**src/rtl/kyber_pkg.sv**
```systemverilog
// Shared Kyber constants and the polynomial stream FSM encoding.
package kyber_pkg;

  localparam int KYBER_WIDTH = 12;
  localparam int KYBER_N     = 256;
  localparam int KYBER_Q     = 3329;

  typedef enum logic [1:0] {
    ST_IDLE  = 2'd0,
    ST_RUN   = 2'd1,
    ST_FLUSH = 2'd2
  } stream_state_t;

endpackage

```
**src/rtl/coeff_sub_mod.sv**
```systemverilog
// Canonical modular difference (a - b) mod Q for operands in 0..2^WIDTH-1.
module coeff_sub_mod #(
  parameter int WIDTH = 12,
  parameter int Q     = 3329
) (
  input  logic [WIDTH-1:0] a,
  input  logic [WIDTH-1:0] b,
  output logic [WIDTH-1:0] diff
);

  localparam logic [WIDTH-1:0] QW = WIDTH'(Q);

  logic [WIDTH-1:0] ra;
  logic [WIDTH-1:0] rb;
  logic [WIDTH:0]   d;

  // Reduce both operands once, subtract, fold a negative result back by +Q.
  // The fold is done in WIDTH bits: ra - rb + Q is in 0..Q-1, so the
  // modulo-2^WIDTH wrap of the low bits yields the exact value.
  always_comb begin
    ra   = (a >= QW) ? a - QW : a;
    rb   = (b >= QW) ? b - QW : b;
    d    = {1'b0, ra} - {1'b0, rb};
    diff = d[WIDTH] ? d[WIDTH-1:0] + QW : d[WIDTH-1:0];
  end

endmodule

```
**src/rtl/poly_sub_stream.sv**
```systemverilog
// Streams one polynomial frame of N coefficient pairs through a modular
// subtractor with a one-deep registered output stage and ready/valid flow.
module poly_sub_stream
  import kyber_pkg::*;
#(
  parameter int WIDTH = KYBER_WIDTH,
  parameter int N     = KYBER_N,
  parameter int Q     = KYBER_Q
) (
  input  logic             clk,
  input  logic             rst_n,
  input  logic             start,
  output logic             busy,
  output logic             done,
  input  logic             in_valid,
  output logic             in_ready,
  input  logic [WIDTH-1:0] a_data,
  input  logic [WIDTH-1:0] b_data,
  output logic             out_valid,
  input  logic             out_ready,
  output logic [WIDTH-1:0] out_data,
  output logic             out_last
);

  localparam int            IW       = (N > 1) ? $clog2(N) : 1;
  localparam logic [IW-1:0] LAST_IDX = IW'(N - 1);

  stream_state_t    state;
  stream_state_t    state_nxt;
  logic [IW-1:0]    idx;
  logic             in_xfer;
  logic             out_xfer;
  logic [WIDTH-1:0] diff;

  assign in_ready = (state == ST_RUN) && (!out_valid || out_ready);
  assign in_xfer  = in_valid && in_ready;
  assign out_xfer = out_valid && out_ready;
  assign busy     = (state != ST_IDLE);

  coeff_sub_mod #(
    .WIDTH (WIDTH),
    .Q     (Q)
  ) u_sub (
    .a    (a_data),
    .b    (b_data),
    .diff (diff)
  );

  // State register.
  always_ff @(posedge clk or negedge rst_n) begin
    if (!rst_n) state <= ST_IDLE;
    else        state <= state_nxt;
  end

  // Next state: start only honoured in IDLE; frame ends when the last beat leaves.
  always_comb begin
    state_nxt = state;
    case (state)
      ST_IDLE:  if (start)                          state_nxt = ST_RUN;
      ST_RUN:   if (in_xfer && (idx == LAST_IDX))   state_nxt = ST_FLUSH;
      ST_FLUSH: if (out_xfer && out_last)           state_nxt = ST_IDLE;
      default:                                      state_nxt = ST_IDLE;
    endcase
  end

  // Coefficient index of the next accepted pair.
  always_ff @(posedge clk or negedge rst_n) begin
    if (!rst_n)                         idx <= '0;
    else if ((state == ST_IDLE) && start) idx <= '0;
    else if (in_xfer)                   idx <= idx + IW'(1);
  end

  // Output stage: load on input transfer, drain on output transfer, else hold.
  always_ff @(posedge clk or negedge rst_n) begin
    if (!rst_n) begin
      out_data  <= '0;
      out_valid <= 1'b0;
      out_last  <= 1'b0;
    end else if (in_xfer) begin
      out_data  <= diff;
      out_valid <= 1'b1;
      out_last  <= (idx == LAST_IDX);
    end else if (out_xfer) begin
      out_valid <= 1'b0;
      out_last  <= 1'b0;
    end
  end

  // Completion pulse, coincident with the return to IDLE.
  always_ff @(posedge clk or negedge rst_n) begin
    if (!rst_n) done <= 1'b0;
    else        done <= (state == ST_FLUSH) && out_xfer && out_last;
  end

endmodule

```
**config.mk**
```make
export PLATFORM = sky130hd
export DESIGN_NAME = poly_sub_stream
export DESIGN_NICKNAME = d
export VERILOG_FILES = /design/src/rtl/kyber_pkg.sv /design/src/rtl/coeff_sub_mod.sv /design/src/rtl/poly_sub_stream.sv
export SDC_FILE = /design/constraint.sdc
export NUM_CORES = 1
export LEC_CHECK = 0
export CORE_ASPECT_RATIO = 1.4
export CORE_MARGIN = 3
export CORE_UTILIZATION = 50
export CTS_CLUSTER_SIZE = 8
export DETAILED_ROUTE_END_ITERATION = 12
export PLACE_DENSITY = 0.78
export SYNTH_ARGS = -nofsm -noshare
export SYNTH_HDL_FRONTEND = slang
export SYNTH_SLANG_ARGS = --single-unit
```
**constraint.sdc**
```tcl
create_clock -name clk -period 2.1 [get_ports clk]
set_clock_uncertainty 0.1 [all_clocks]
set_input_delay 0.21 -clock clk [delete_from_list [all_inputs] [get_ports clk]]
set_output_delay 0.21 -clock clk [all_outputs]
set_load 0.1 [all_outputs]
```
==> flow_summary.json <==
{
  "status": "finished, violations left",
  "failed_checks": "negative setup slack",
  "clock_sinks": 25,
  "cts_buffers": 3,
  "area_delta_synth_final_pct": 75.4,
  "post-route-period-util_pct": 195,
  "wl_per_cell_um": 23.0,
  "drv_slew": 0,
  "clkPwrFrac_pct": 8.3,
  "synth_edf_count": 0,
  "crit_end": "out_data[11]$_DFFE_PN0P_",
  "tightest_slew_ns": 0.635,
  "ir_drop_uv": 514,
  "cp.required_ns": 2.16,
  "r2r_slack_ns": 0.04,
  "seqPwrFrac_pct": 22.3,
  "die_area_um2": 5550,
  "dp_cells": 480,
  "p_total_uw": 3440,
  "final_antenna_net_count": 0,
  "slew_headroom_pct": 57.5,
  "multi_input_area_um2": 2030,
  "antenna_cells": 0,
  "timing.hold.ws_ns": 0.229,
  "ios": 46,
  "cp.arrival_ns": 4.15,
  "cts_max_level": 1,
  "synth.largest_area_cell": "dfrtp_1",
  "synth_most_common_cell": "nand2_1",
  "drt_iter0_drc": 371,
  "placed_cell_area_um2": 3540,
  "worstRegToRegCells": 6,
  "worst_slack_ns": -1.99,
  "grt_max_degree": 26,
  "layout-drive-gt1-share_pct": 45.8,
  "gp_routability_congestion": 0.865,
  "numPortBuffers": 45,
  "internal_power_uw": 1620,
  "first_pass_iters": 5,
  "async_flop_share_pct": 100,
  "track_usage_pct": 29.0,
  "netlist_top_cells_count": "nand2_1, dfrtp_1, xnor2_1",
  "syn-cell-area_um2": 2340,
  "cp-end-kind": "flip-flop",
  "synth-seq-cells": 25,
  "yosysWarnings": 0,
  "rsz0062_at_grt": "yes",
  "stdcell_count": 501,
  "grt_pass1_vias": 3041,
  "clkLatencyLatePin_ns": 0.27,
  "r2r_end": "idx[5]$_DFFE_PN0P_",
  "fill_cells": 134,
  "path_clk_slew_ns": 0.08,
  "start_kind": "input port",
  "cts_tree": "done",
  "synth.net_count": 336,
  "path_class": "in -> reg",
  "grt_remaining_overflow": 0,
  "period_needed_ns": 4.09,
  "grt_pass1_wl_mm": 12.9,
  "clock_path_buffers": 2,
  "setup-violations-final": 12,
  "fp.dieW_um": 63.8,
  "viasPerCell": 6.45,
  "power.switching_uw": 1820,
  "synth_top_area_share_pct": 26.8,
  "synth_cell_types": 47,
  "wl_mm": 11.5,
  "hold_class": "in -> async",
  "tns_ns": -21.97,
  "finalHoldViolCount": 0,
  "crit-reg2reg-launch": "state[1]$_DFFE_PN0P_",
  "startpoint": "b_data[5]",
  "swShare_pct": 53.0,
  "synth-main-ff-cell": "dfrtp_1",
  "seqCellArea_um2": 626,
  "synth_cells": 288,
  "drc_errors": 0,
  "dp_hpwl_mm": 5.47,
  "ys_seq_area_share_pct": 26.8,
  "cp_max_fo": 3,
  "ctsRootBufferMaster": "clkbuf_8",
  "power.density_nw_per_um2": 839,
  "leakagePower_uw": 0.00188,
  "start_util_pct": 53.4,
  "rows": 28,
  "core_area_um2": 4380,
  "antenna_found_initial": 0,
  "die_h_um": 86.9,
  "vias": 3232,
  "syn_avg_cell_area_um2": 8.12,
  "max_freq_mhz": 244,
  "finalInstanceArea_um2": 4100,
  "max-cap-violations": 0,
  "nNetsFinal": 490,
  "synth.area.top_cells": "dfrtp_1, ha_1, xnor2_1, xor2_1, nand2_1",
  "comb_power_share_pct": 69.3
}
[registers in the layout (all words and copies together) (netlist names)]
| register | cells |
|---|---|
| out_data | 12 |
| out_last | 1 |
| out_valid | 1 |
| idx | 8 |
| done | 1 |
| state | 2 |
[metal layers]
| layer | global-route usage (%) | routed length (um) | vias up |
|---|---|---|---|
| met2 | 61.3 | 5710 | 296 |
| met1 | 26.8 | 3730 | 1500 |
| met4 | 13.9 | 1180 | 0 |
| li1 | - | - | 1320 |
| met3 | 2.07 | 919 | 116 |
| met5 | 0 | 0 | - |
[critical path, cell delays in order]
cell	delay, ns
buf_6	0.10
or3_4	0.38
or3_4	0.35
or3_4	0.42
a21oi_4	0.19
or3_4	0.20
xor2_1	0.21
ha_1	0.28
buf_4	0.17
nor2_1	0.27
a21oi_4	0.08
xor2_2	0.25
nand3_2	0.19
o41ai_4	0.47
a211oi_2	0.13
xnor2_1	0.17
o21ai_1	0.09
[per-stage QoR]
stage / utilization, % / worst slack, ns
5_1_grt: 93.7 / -2.06
2_1_floorplan: - / -1.62
3_3_place_gp: 80.8 / -2.11
4_1_cts: 87.2 / -1.61
3_5_place_dp: 80.8 / -2.28
6_report: 93.7 / -1.99
[area by class of cell]
class | instances | share of cell area (%)
repair buffers | 153 | 31.1
inverters | 14 | 1.28
well taps | 60 | 1.83
flip-flops and latches | 25 | 15.2
clock buffers | 4 | 1.10
multi-input cells | 245 | 49.4
[logic make-up (layout without fill, tap and decap cells)]
group | after synthesis | after routing | synth area share (%)
and+or+nand+nor | 107 | 107 | 22.2
AOI/OAI and AO/OA | 76 | 76 | 21.6
xor gates and xnor gates | 43 | 43 | 16.1
DFF | 25 | 25 | 26.8
adders and majority gates | 19 | 19 | 10.5
buffers and inverters | 18 | 171 | 2.94
[power groups by stage]
stage               Combinational (uW)  Clock (uW)  Sequential (uW)
CTS                               2070         276              738
finish                            2390         286              768
global placement                  1850           0              734
detailed placement                1900           0              744
floorplan                          628           0             1370
global route                      2470         298              777
[how the worst min path moves through the flow]
stage | startpoint | to | slack [ns] | depth (start not counted)
after floorplan | rst_n | done$_DFF_PN0_ | -0.19 | 0
final | rst_n | out_data[4]$_DFFE_PN0P_ | 0.23 | 2
after CTS | rst_n | out_valid$_DFFE_PN0P_ | 0.22 | 2
after global placement | out_data[0]$_DFFE_PN0P_ | out_data[0]$_DFFE_PN0P_ | 0.36 | 2
after detailed placement | out_data[10]$_DFFE_PN0P_ | out_data[10]$_DFFE_PN0P_ | 0.37 | 2
after global routing | rst_n | state[1]$_DFFE_PN0P_ | 0.26 | 2
[placed cells by master, fill, tap and decap left out, types with 4 or more instances in the layout]
cell type        netlist  layout
nand4_1                4       4
ha_2                   0       4
clkdlybuf4s50_1        0      19
dlygate4sd2_1          0       4
xnor2_1               22      16
xor2_1                21      19
buf_6                  0       8
a21o_1                 7       6
a21oi_4                0       4
or3_4                  2       4
buf_4                  0     116
inv_1                 14      12
nor2_2                 1       5
a21oi_1               19      10
ha_1                  18      12
dfrtp_1               25      25
o21ai_1                3       8
or3_1                  5       4
nand2_1               44      42
nor2_1                19      13
xnor2_2                0       5
o21ai_0               20      13
a21oi_2                2       7
[what timing repair did]
| action | in CTS | in global routing |
|---|---|---|
| setup endpoints to repair | 12 | 12 |
| pin swaps | 29 | 33 |
| gates resized for setup | 62 | 42 |
| hold buffers | 0 | 0 |
| buffers inserted | 8 | 10 |
Power figures use the tool's default switching activity.
